`src/rtl/jkdrv_pkg.sv`:
```
// Shared types and constants for the JK pattern driver.
// The state encoding is also exported on the debug port of the interface.
package jkdrv_pkg;

    typedef enum logic [1:0] {
        IDLE  = 2'd0,
        RUN   = 2'd1,
        CHECK = 2'd2
    } state_t;

    // JK excitation pairs, packed as {J, K}.
    localparam logic [1:0] HOLD = 2'b00;
    localparam logic [1:0] SET  = 2'b10;
    localparam logic [1:0] CLR  = 2'b01;

endpackage

```
`src/rtl/jk_pattern_driver_if.sv`:
```
// Bus between the JK pattern driver and its requester / downstream flip-flop.
//
// Handshake: a play request is start=1 seen at a rising edge while busy=0.
// That edge captures pattern. While busy=1, start is ignored: it is neither
// re-captured nor does it extend a run. done pulses for one cycle at the end
// of a run. busy therefore acts as the inverted ready for start.
//
// dbg_state and dbg_qm expose the FSM state and the shadow Q bit for
// checkers. They are not part of the functional interface.
interface jk_pattern_driver_if #(
    parameter int WIDTH = 8
);
    import jkdrv_pkg::*;

    logic             start;
    logic [WIDTH-1:0] pattern;
    logic             j;
    logic             k;
    logic             q_fb;
    logic             busy;
    logic             done;
    logic             mismatch;
    state_t           dbg_state;
    logic             dbg_qm;

    modport master (
        output start, pattern, q_fb,
        input  j, k, busy, done, mismatch, dbg_state, dbg_qm
    );

    modport slave (
        input  start, pattern, q_fb,
        output j, k, busy, done, mismatch, dbg_state, dbg_qm
    );

endinterface

```
`src/rtl/jk_excite.sv`:
```
// JK excitation: picks the {J, K} pair that moves the flip-flop from qm to t.
// J=K=1 (toggle) is never produced.
module jk_excite
    import jkdrv_pkg::*;
(
    input  logic qm,
    input  logic t,
    output logic j,
    output logic k
);

    logic [1:0] jk;

    // Hold when the target already matches the current value,
    // otherwise set or clear toward the target.
    always_comb begin
        jk = HOLD;
        if (qm != t) begin
            jk = t ? SET : CLR;
        end
    end

    assign j = jk[1];
    assign k = jk[0];

endmodule

```
`src/rtl/jk_pattern_driver.sv`:
```
// JK pattern driver.
// The driver replays a captured WIDTH-bit pattern, LSB first, as the Q
// sequence of a downstream JK flip-flop. For each bit it drives J/K from a
// shadow model (qm) of the flip-flop. A run is WIDTH RUN cycles followed by
// one CHECK cycle, in which done is high.
//
// Optional feature: when JKDRV_QCHECK_EN is defined, q_fb is compared with
// qm in every RUN and CHECK cycle. Any disagreement sets the sticky mismatch
// flag. When the macro is undefined, mismatch is tied low.
module jk_pattern_driver
    import jkdrv_pkg::*;
#(
    parameter int WIDTH = 8
) (
    input  logic            clk,
    input  logic            reset,
    jk_pattern_driver_if.slave bus
);

    localparam int CNT_W = (WIDTH > 1) ? $clog2(WIDTH) : 1;
    localparam logic [CNT_W-1:0] CNT_LAST = CNT_W'(WIDTH - 1);

    state_t           state;
    state_t           next_state;
    logic [WIDTH-1:0] sreg;
    logic [CNT_W-1:0] cnt;
    logic             qm;
    logic             t;
    logic             last_bit;
    logic             start_acc;
    logic             ex_j;
    logic             ex_k;
    logic             j_out;
    logic             k_out;
    logic             busy_out;
    logic             done_out;
    logic             mismatch_q;

    assign t        = sreg[0];
    assign last_bit = (cnt == CNT_LAST);

    jk_excite u_excite (
        .qm (qm),
        .t  (t),
        .j  (ex_j),
        .k  (ex_k)
    );

    // State register.
    always_ff @(posedge clk) begin
        if (reset) begin
            state <= IDLE;
        end else begin
            state <= next_state;
        end
    end

    // Next-state logic and the J/K/busy/done outputs.
    // J/K are forced to hold outside RUN.
    always_comb begin
        next_state = state;
        start_acc  = 1'b0;
        j_out      = 1'b0;
        k_out      = 1'b0;
        busy_out   = 1'b0;
        done_out   = 1'b0;
        case (state)
            IDLE: begin
                if (bus.start) begin
                    start_acc  = 1'b1;
                    next_state = RUN;
                end
            end
            RUN: begin
                busy_out = 1'b1;
                j_out    = ex_j;
                k_out    = ex_k;
                if (last_bit) begin
                    next_state = CHECK;
                end
            end
            CHECK: begin
                busy_out   = 1'b1;
                done_out   = 1'b1;
                next_state = IDLE;
            end
            default: begin
                next_state = IDLE;
            end
        endcase
    end

    // Pattern shift register, bit counter and shadow Q.
    // qm is kept between runs. The counter stops at WIDTH-1 and does not wrap.
    always_ff @(posedge clk) begin
        if (reset) begin
            sreg <= '0;
            cnt  <= '0;
            qm   <= 1'b0;
        end else if (start_acc) begin
            sreg <= bus.pattern;
            cnt  <= '0;
        end else if (state == RUN) begin
            qm   <= t;
            sreg <= sreg >> 1;
            if (!last_bit) begin
                cnt <= cnt + CNT_W'(1);
            end
        end
    end

`ifdef JKDRV_QCHECK_EN
    // Sticky feedback check. It is cleared by reset or by an accepted start.
    always_ff @(posedge clk) begin
        if (reset) begin
            mismatch_q <= 1'b0;
        end else if (start_acc) begin
            mismatch_q <= 1'b0;
        end else if ((state != IDLE) && (bus.q_fb != qm)) begin
            mismatch_q <= 1'b1;
        end
    end
`else
    logic unused_q_fb;
    assign unused_q_fb = bus.q_fb;
    assign mismatch_q  = 1'b0;
`endif

    assign bus.j         = j_out;
    assign bus.k         = k_out;
    assign bus.busy      = busy_out;
    assign bus.done      = done_out;
    assign bus.mismatch  = mismatch_q;
    assign bus.dbg_state = state;
    assign bus.dbg_qm    = qm;

endmodule

```
`src/flat_wrapper.sv`:
```
// flat-port wrapper written by rule: the top's interface ports become plain ports
module jk_pattern_driver_flat import jkdrv_pkg::*;
#(
    parameter int WIDTH = 8
)
  (clk, reset, bus_start, bus_pattern, bus_q_fb, bus_j, bus_k, bus_busy, bus_done, bus_mismatch, bus_dbg_state, bus_dbg_qm);
  jk_pattern_driver_if #(.WIDTH(WIDTH)) bus_i ();
  input  logic clk;
  input  logic reset;
  input wire logic [$bits(bus_i.start)-1:0] bus_start;
  input wire logic [$bits(bus_i.pattern)-1:0] bus_pattern;
  input wire logic [$bits(bus_i.q_fb)-1:0] bus_q_fb;
  output wire logic [$bits(bus_i.j)-1:0] bus_j;
  output wire logic [$bits(bus_i.k)-1:0] bus_k;
  output wire logic [$bits(bus_i.busy)-1:0] bus_busy;
  output wire logic [$bits(bus_i.done)-1:0] bus_done;
  output wire logic [$bits(bus_i.mismatch)-1:0] bus_mismatch;
  output wire logic [$bits(bus_i.dbg_state)-1:0] bus_dbg_state;
  output wire logic [$bits(bus_i.dbg_qm)-1:0] bus_dbg_qm;
  assign bus_i.start = bus_start;
  assign bus_i.pattern = bus_pattern;
  assign bus_i.q_fb = bus_q_fb;
  assign bus_j = bus_i.j;
  assign bus_k = bus_i.k;
  assign bus_busy = bus_i.busy;
  assign bus_done = bus_i.done;
  assign bus_mismatch = bus_i.mismatch;
  assign bus_dbg_state = bus_i.dbg_state;
  assign bus_dbg_qm = bus_i.dbg_qm;
  jk_pattern_driver #(.WIDTH(WIDTH)) u_core (.clk(clk), .reset(reset), .bus(bus_i));
endmodule
```
`config.mk`:
```
export PLATFORM = sky130hd
export DESIGN_NAME = jk_pattern_driver_flat
export DESIGN_NICKNAME = d
export VERILOG_FILES = /design/src/rtl/jkdrv_pkg.sv /design/src/rtl/jk_pattern_driver_if.sv /design/src/rtl/jk_excite.sv /design/src/rtl/jk_pattern_driver.sv /design/src/flat_wrapper.sv
export SDC_FILE = /design/constraint.sdc
export NUM_CORES = 1
export LEC_CHECK = 0
export CORE_MARGIN = 2
export CORE_UTILIZATION = 45
export CTS_BUF_LIST = sky130_fd_sc_hd__clkbuf_4 sky130_fd_sc_hd__clkbuf_8
export CTS_CLUSTER_SIZE = 8
export DETAILED_ROUTE_END_ITERATION = 10
export PLACE_DENSITY = 0.75
export RECOVER_POWER = 100
export REMOVE_ABC_BUFFERS = 1
export SYNTH_ARGS = -nofsm -noshare
export SYNTH_HDL_FRONTEND = slang
export SYNTH_HIERARCHICAL = 1
export SYNTH_SLANG_ARGS = --single-unit
```
`constraint.sdc`:
```
create_clock -name clk -period 2.3 [get_ports clk]
set_clock_uncertainty 0.15 [all_clocks]
set_input_delay 0.23 -clock clk [delete_from_list [all_inputs] [get_ports clk]]
set_output_delay 0.23 -clock clk [all_outputs]
set_load 0.02 [all_outputs]
```
Word-level counts from Yosys, hierarchy flattened
Index checks and enable logic that the tools add are counted.
W data, S select, Z words.
- flip-flop bits (word level): 14
- bits of input ports: 12
- output and inout port bits: 8
- word-level logic and storage cells: 33
- add/sub/neg operators: 1
- equality and inequality tests: 6
- multiplexer cells: 13
- bitwise operators: 2
- reduce and logical (&&, ||, !) cells: 7
- operators by type and width (kind ; number):
    $mux W8 ; 2
    $mux W2 ; 4
    $mux W1 ; 6
    $reduce_and A2 Y1 ; 3
    $pmux W2 S2 ; 1
    $reduce_or A2 Y1 ; 2
    $add A3 B1 Y3 const B ; 1
    $eq A3 B3 Y1 const B ; 1
    $eq A2 B1 Y1 const B ; 1
    $eq A2 B2 Y1 const B ; 1
    $logic_not A2 Y1 ; 1
    $ne A2 B1 Y1 const B ; 1
    $ne A2 B2 Y1 const B ; 1
    $not A1 Y1 ; 2
    $reduce_bool A2 Y1 ; 1
    $ne A1 B1 Y1 ; 1

Logic depth before layout (Yosys ltp)
Gate-level depths: netlist (run 1).
- word-level depth: 4
- gate-level depth with buffers: 6
- mapped depth without buffers: 5

Hierarchy
Netlist (run 1), hierarchy kept.
- modules (own cells, without submodules) (module ; times used ; cells an instance ; area each (um2) ; sequential area each (um2)):
    jk_pattern_driver ; 1 ; 73 ; 728.2 ; 280.3
    jk_excite ; 1 ; 2 ; 15.0 ; 0.0

Least setup slack after synthesis (run 1)
Ideal clock, no wire load.
- kind: reg2reg
- start: register u_core.state[1] (netlist: u_core/bus.dbg_state[1])
- end: register u_core.state[0] (netlist: u_core/bus.dbg_state[0])
- setup time: 72 ps
- arrival time: 1337 ps
- required time: 2078 ps
- slack: 741 ps
- stages on the path, launching flop included: 6
- path buffers: 0
- clock period less this slack: 1559 ps
- cells stage by stage: dfxtp_1 > inv_1 > ha_1 > nor2b_4 > a21oi_1 > mux2i_1
- cells in the longest elaborated chain, start to end: 3
- elaborated cells on any way between the ends: 6
- those cells by class: eq/ne (3); mux (1); reduce/logical (2)
- ends and longest elaborated chain (what ; RTL line ; text):
    start, declared ; jk_pattern_driver.sv:23 ; state_t state;
    start signal, assigned ; jk_pattern_driver.sv:54 ; state <= next_state;
    $eq A2 B1 Y1 / $logic_not A2 Y1 (equally long branches) ; jk_pattern_driver.sv:67 ; case (state)
    $ne A2 B1 Y1 (no line) / $ne A2 B2 Y1 (equally long branches) ; n/a ;
    $reduce_and A2 Y1 (no line) ; n/a ;
Parallel ways exist; a longest one is shown, timed or not.
A chain may end at the register's enable or synchronous reset.

Final worst setup path (run 1)
- start: register u_core.state[1] (netlist: u_core/bus.dbg_state[1])
- end: output port bus_j
- cells in the longest elaborated chain, start to end: 2
- ends and longest elaborated chain (what ; RTL line ; text):
    $eq A2 B1 Y1 ; jk_pattern_driver.sv:67 ;
    $mux W1 ; jk_pattern_driver.sv:67 ;
    end, declared ; flat_wrapper.sv:13 ; output wire logic [$bits(bus_i.j)-1:0] bus_j;
Every way passes these cells.

==> summary.json, run 1 <==
{
  "final_layout": {
    "commonest_non_fill_non_tap_cell_in_the_layout": "sky130_fd_sc_hd__dfxtp_1",
    "antenna-diode-count": 0,
    "most_frequent_cells_in_the_layout": "sky130_fd_sc_hd__dfxtp_1 (14), sky130_fd_sc_hd__clkdlybuf4s50_1 (12), sky130_fd_sc_hd__mux2i_1 (12)",
    "fill_cells": 138,
    "syn_to_final_growth_pct": 23.9,
    "finalCoreUtilization_pct": 60.4,
    "final_layout_size_suffix_gt1_share_pct": 7.61,
    "multi_input_comb_area_sq_um": 413,
    "regArea_sq_um": 280,
    "post-route-cell-area_sq_um": 921,
    "finalNetCount": 113
  },
  "sta": {
    "final_hold_viol_count": 0,
    "setup_viol": 0,
    "worst_margin_slew_ns": 0.526,
    "slew_violations": 0,
    "timing.setup.tns_ns": 0,
    "clock.fmax_mhz": 464,
    "rsz0062_at_grt": "false",
    "final_period_minus_worst_setup_slack_ns": 2.15,
    "maxSlewHeadroom_pct": 64.8,
    "final_min_period_over_clock_period_pct": 93.6
  },
  "pwr": {
    "pwr-share-seq_pct": 39.0,
    "pwr-share-comb_pct": 45.7,
    "power_per_cell_area_nw_per_um2": 967,
    "max-vdd-ir-drop_mv": 0.559,
    "internal_power_w": 0.000562,
    "leakage_nw": 0.383,
    "switchingPower_w": 0.000329,
    "totalPowerFinal_w": 0.000890,
    "sw_frac_of_total_pct": 36.9,
    "power.share.clock_pct": 15.3
  },
  "grt": {
    "grt_start_max_net_pins": 17,
    "grt.total_usage_pct": 14.8,
    "grt_antenna_before_repair": 0,
    "grt_pass1_wl_microns": 2080,
    "grt_overflow": 0,
    "via_count_of_the_first_global_routing_pass": 519
  },
  "clock_network": {
    "numCtsBuffers": 3,
    "clk_latency_ns": 0.27,
    "postCtsHoldBufs": 0,
    "cts.htree.levels": 1,
    "tritoncts": "done",
    "clk_transition_reported_paths_ns": 0.08,
    "clk_root_buffer_cell": "sky130_fd_sc_hd__clkbuf_4",
    "cts_sinks": 14,
    "cts.path.max_buffers": 2
  },
  "synthesis": {
    "synthesis.area_sq_um": 743,
    "synth_cells": 75,
    "yosys_warnings": 6,
    "ys_seq_elements": 14,
    "avgSynthCellArea_sq_um": 9.91,
    "synth.distinct_cells": 22,
    "seq_area_frac_synth_pct": 37.7
  },
  "floorplanning": {
    "fp.dieW_microns": 44.6,
    "rows": 14,
    "ioPinCount": 20,
    "core_sq_um": 1520,
    "floorplan.die.height_microns": 44.6,
    "initial_core_util_pct": 48.8,
    "die_area_sq_um": 1990
  },
  "setup_path": {
    "critPathLaunchType": "register",
    "path_max_fanout": 7,
    "worstPathRequired_ns": 1.92,
    "worst-endpoint-arrival_ns": 1.77,
    "setup.worst_path.class": "register to output pin",
    "worst_setup_path_end_kind": "output pin"
  },
  "detailed_routing": {
    "antenna_violating_nets_post_route": 0,
    "drt_iter0_drc": 4,
    "drt_first_pass_iters": 3,
    "vias": 555,
    "vias_per_cell": 5.14,
    "routedWlPerCell_microns": 11.7,
    "totalWireLength_microns": 1260,
    "remaining_drc_errors": 0
  },
  "min_path": {
    "hold_class": "register to register"
  },
  "place": {
    "port_buffers": 17,
    "dp_hpwl_microns": 939,
    "postPlaceCellArea_sq_um": 910,
    "gp_congestion": 0.712
  },
  "job": {
    "max_cap_violations": 0
  },
  "status": {
    "run_status": "finished, final reports clean"
  }
}
cells in the mapped netlist:
| master | count | area, sq um |
|---|---|---|
| sky130_fd_sc_hd__nand2b_1 | 4 | 25.0 |
| sky130_fd_sc_hd__nor2b_1 | 1 | 6.26 |
| sky130_fd_sc_hd__buf_4 | 2 | 15.0 |
| sky130_fd_sc_hd__ha_1 | 7 | 87.6 |
| sky130_fd_sc_hd__and2_2 | 2 | 15.0 |
| sky130_fd_sc_hd__a21oi_1 | 2 | 10.0 |
| sky130_fd_sc_hd__nand2_1 | 1 | 3.75 |
| sky130_fd_sc_hd__nand3b_1 | 1 | 7.51 |
| sky130_fd_sc_hd__buf_6 | 1 | 11.3 |
| sky130_fd_sc_hd__and2_1 | 1 | 6.26 |
| sky130_fd_sc_hd__nor3_1 | 3 | 15.0 |
| sky130_fd_sc_hd__a211oi_1 | 7 | 52.6 |
| sky130_fd_sc_hd__dfxtp_1 | 14 | 280 |
| sky130_fd_sc_hd__and2b_2 | 1 | 8.76 |
| sky130_fd_sc_hd__mux2i_1 | 12 | 120 |
| sky130_fd_sc_hd__xnor2_1 | 1 | 8.76 |
| sky130_fd_sc_hd__nand2_2 | 1 | 6.26 |
| sky130_fd_sc_hd__inv_1 | 3 | 11.3 |
| sky130_fd_sc_hd__buf_2 | 1 | 5.00 |
| sky130_fd_sc_hd__nor2b_4 | 1 | 13.8 |
| sky130_fd_sc_hd__conb_1 | 1 | 3.75 |
| sky130_fd_sc_hd__nor2_1 | 8 | 30.0 |
logic make-up after synthesis:
kind of cell	after synthesis	synth area share, %
flip-flops	14	37.7
buffers and inverters	7	5.72
AO/OA/AOI/OAI	9	8.42
other	1	0.505
multiplexers	12	16.2
XOR/XNOR	1	1.18
adder cells (fa/ha/maj)	7	11.8
AND/OR/NAND/NOR	24	18.5
worst paths after layout:
check | start | slack (ns) | to | depth (start not counted)
setup / recovery | u_core/bus.dbg_state[1]$_SDFFE_PP0P_ | 0.15 | bus_j | 4
hold / removal | u_core/sreg[7]$_SDFFE_PP0P_ | 0.35 | u_core/sreg[7]$_SDFFE_PP0P_ | 2
setup reg to reg | u_core/bus.dbg_state[1]$_SDFFE_PP0P_ | 0.33 | u_core/cnt[2]$_SDFFE_PP0P_ | 6
hold reg to reg | u_core/sreg[7]$_SDFFE_PP0P_ | 0.35 | u_core/sreg[7]$_SDFFE_PP0P_ | 2
area by class of cell:
type,instances,share of cell area (%)
well taps,16,2.17
repair buffers,18,18.9
flip-flops and latches,14,30.4
multi-input cells,54,44.8
inverters,3,1.22
clock buffers,3,2.45
power groups by stage:
stage	clock network, W	registers [W]	logic (W)
floorplan	0	0.000360	0.000293
global placement	0	0.000351	0.000430
detailed placement	0	0.000354	0.000436
CTS	0.000145	0.000349	0.000437
global route	0.000153	0.000356	0.000451
finish	0.000136	0.000348	0.000406
repair_timing:
item,in CTS,in global routing
buffers inserted,0,0
endpoints found under the setup margin,0,2
gates resized for setup,0,1
critical path: stages, from the launching register on:
cell and delay, ns:
sky130_fd_sc_hd__dfxtp_1 0.34, sky130_fd_sc_hd__inv_1 0.12, sky130_fd_sc_hd__ha_2 0.29, sky130_fd_sc_hd__and2_2 0.16, sky130_fd_sc_hd__clkdlybuf4s50_1 0.59
layer usage:
layer | global-route usage [%] | wire (microns) | up-vias
li1 | - | - | 287
met1 | 17.5 | 582 | 253
met2 | 23.8 | 601 | 13
met3 | 2.45 | 55 | 2
met4 | 10.9 | 19 | 0
met5 | 0 | 0 | -
sequential cells by signal, summed over array words and instances (netlist names):
signal / flops
u_core/sreg: 8
u_core/cnt: 3
u_core/bus.dbg_state: 2
u_core/bus.dbg_qm: 1
stage by stage:
stage,hold WS (ns),setup WS (ns),instances
floorplan,0.149,0.562,71
global placement,0.328,0.345,105
detailed placement,0.335,0.336,105
CTS,0.348,0.0225,108
global route,0.386,0.0324,108
finish,0.349,0.147,108
Power figures use the tool's default switching activity.
==> inputs of run 2 (changes only) <==
Settings changed: GPL_TIMING_DRIVEN set to 0, SLEW_MARGIN set to 10.
==> summary.json, run 2 (same netlist as run 1, synthesis figures left out) <==
{
  "status": {
    "run_status": "finished, final reports clean"
  },
  "grt": {
    "via_count_of_the_first_global_routing_pass": 524,
    "grt_antenna_before_repair": 0,
    "use_met2_pct": 24.9,
    "globalRouteMet3Util_pct": 1.63,
    "grt_start_max_net_pins": 17,
    "use_met1_pct": 16.1,
    "grt.total_usage_pct": 14.7,
    "grt_overflow": 0,
    "grt_pass1_wl_microns": 2080,
    "busiest_layer": "met2"
  },
  "detailed_routing": {
    "antenna_violating_nets_post_route": 0,
    "drt_iter0_drc": 4,
    "drt_first_pass_iters": 2,
    "vias": 566,
    "routedWlPerCell_microns": 11.6,
    "vias_per_cell": 5.29,
    "remaining_drc_errors": 0,
    "totalWireLength_microns": 1240
  },
  "setup_path": {
    "cp_slowest_stage_delay_ns": 0.66,
    "crit_path_start": "u_core/bus.dbg_state[0]$_SDFFE_PP0P_",
    "slowest_stage_cell_on_the_critical_path": "sky130_fd_sc_hd__dlygate4sd3_1",
    "reg2reg_from": "u_core/bus.dbg_state[0]$_SDFFE_PP0P_",
    "worst-endpoint-arrival_ns": 1.78,
    "timing.reg2reg.worst_path_depth": 5,
    "r2r_slack_ns": 0.58,
    "crit_buf_inv": 2,
    "worst_path_dominant_cell_family": "buffers and inverters",
    "worstPathRequired_ns": 1.92,
    "worst_setup_path_end_kind": "output pin",
    "path_max_fanout": 5,
    "critPathLaunchType": "register",
    "worst-path-stages": 3,
    "crit_path_cell_trace": "inv_1 > ha_1 > dlygate4sd3_1",
    "setup.worst_path.class": "register to output pin"
  },
  "clock_network": {
    "tritoncts": "done",
    "cts_sinks": 14,
    "clk_root_buffer_cell": "sky130_fd_sc_hd__clkbuf_4",
    "clk_latency_ns": 0.27,
    "postCtsHoldBufs": 0,
    "cts.path.max_buffers": 2,
    "clk_transition_reported_paths_ns": 0.08,
    "cts.htree.levels": 1,
    "numCtsBuffers": 3,
    "post-cts-setup-buffer-count": 0
  },
  "sta": {
    "hold_ws_ns": 0.349,
    "final_hold_viol_count": 0,
    "worst_margin_slew_ns": 0.546,
    "timing.setup.tns_ns": 0,
    "final_min_period_over_clock_period_pct": 93.9,
    "clock.fmax_mhz": 463,
    "final_period_minus_worst_setup_slack_ns": 2.16,
    "maxSlewHeadroom_pct": 63.5,
    "slew_violations": 0,
    "setup_viol": 0,
    "rsz0062_at_grt": "false"
  },
  "place": {
    "gp_congestion": 0.674,
    "dp_hpwl_microns": 914,
    "port_buffers": 17
  },
  "pwr": {
    "internal_power_w": 0.000569,
    "power_per_cell_area_nw_per_um2": 973,
    "max-vdd-ir-drop_mv": 0.612,
    "pwr-share-seq_pct": 38.9,
    "totalPowerFinal_w": 0.000902,
    "sw_frac_of_total_pct": 36.9,
    "leakage_nw": 0.383,
    "power.share.clock_pct": 14.9,
    "pwr-share-comb_pct": 46.2,
    "switchingPower_w": 0.000333
  },
  "min_path": {
    "min_delay_path_depth": 2,
    "hold_class": "register to register",
    "min-delay-start": "u_core/sreg[7]$_SDFFE_PP0P_"
  },
  "final_layout": {
    "syn_to_final_growth_pct": 24.7,
    "most_frequent_cells_in_the_layout": "sky130_fd_sc_hd__dfxtp_1 (14), sky130_fd_sc_hd__clkdlybuf4s50_1 (12), sky130_fd_sc_hd__mux2i_1 (12)",
    "finalNetCount": 112,
    "antenna-diode-count": 0,
    "final_layout_size_suffix_gt1_share_pct": 7.69,
    "commonest_non_fill_non_tap_cell_in_the_layout": "sky130_fd_sc_hd__dfxtp_1",
    "register_ranked_first_by_flip_flop_count": "u_core/sreg",
    "largest_register_ffs": 8
  },
  "job": {
    "max_cap_violations": 0
  },
  "floorplanning": {
    "ioPinCount": 20,
    "die_area_sq_um": 1990,
    "rows": 14,
    "core_sq_um": 1520,
    "fp.dieW_microns": 44.6,
    "floorplan.die.height_microns": 44.6,
    "initial_core_util_pct": 48.8
  }
}
run 2: cell types whose count changed in the layout (fill, tap and decap cells not counted), sizes merged:
cell / change
clkbuf: -1
run 2: worst register-to-register path, stage by stage (launching register included):
cell and delay [ns]:
sky130_fd_sc_hd__dfxtp_1 0.44, sky130_fd_sc_hd__inv_1 0.12, sky130_fd_sc_hd__ha_1 0.23, sky130_fd_sc_hd__nand2_1 0.36, sky130_fd_sc_hd__nor2_1 0.08, sky130_fd_sc_hd__a211oi_1 0.23
run 2: final cells by class:
class,instances,area [sq um]
Clock buffer,3,22.5
Tap cell,16,20.0
Sequential cell,14,280
Multi-Input combinational cell,54,423
Inverter,3,11.3
Fill cell,148,597
Timing Repair Buffer,17,170
run 2: metal layers:
layer	vias up	wire, microns
li1	286	-
met1	265	595
met2	13	561
met3	2	58
met4	0	24
met5	-	0
run 2: final timing paths:
kind | endpoint
worst max-delay path | bus_busy
worst min register to register | u_core/sreg[7]$_SDFFE_PP0P_
worst max register to register | u_core/sreg[1]$_SDFFE_PP0P_
worst min-delay path | u_core/sreg[7]$_SDFFE_PP0P_
run 2: through the flow:
step                setup WS [ns]  util [%]  area (sq um)  instances
finish                      0.139      60.8           927        107
global route               0.0540      60.8           927        107
CTS                      0.000895      60.8           927        107
detailed placement          0.149      59.2           902        104
global placement            0.181      59.2           902        104
floorplan                   0.562         -           712         71
run 2: power by group through the flow:
stage	Clock, W	Combinational (W)	Sequential [W]
floorplan	0	0.000293	0.000360
global placement	0	0.000419	0.000350
detailed placement	0	0.000427	0.000354
CTS	0.000140	0.000431	0.000349
global route	0.000145	0.000457	0.000361
finish	0.000134	0.000416	0.000351
run 2: repair_timing:
| action | 4_1_cts | 5_1_grt |
|---|---|---|
| endpoints found under the setup margin | 2 | 2 |
| gates cloned | 0 | 0 |
| pin swaps | 0 | 0 |
| resized for setup | 1 | 1 |
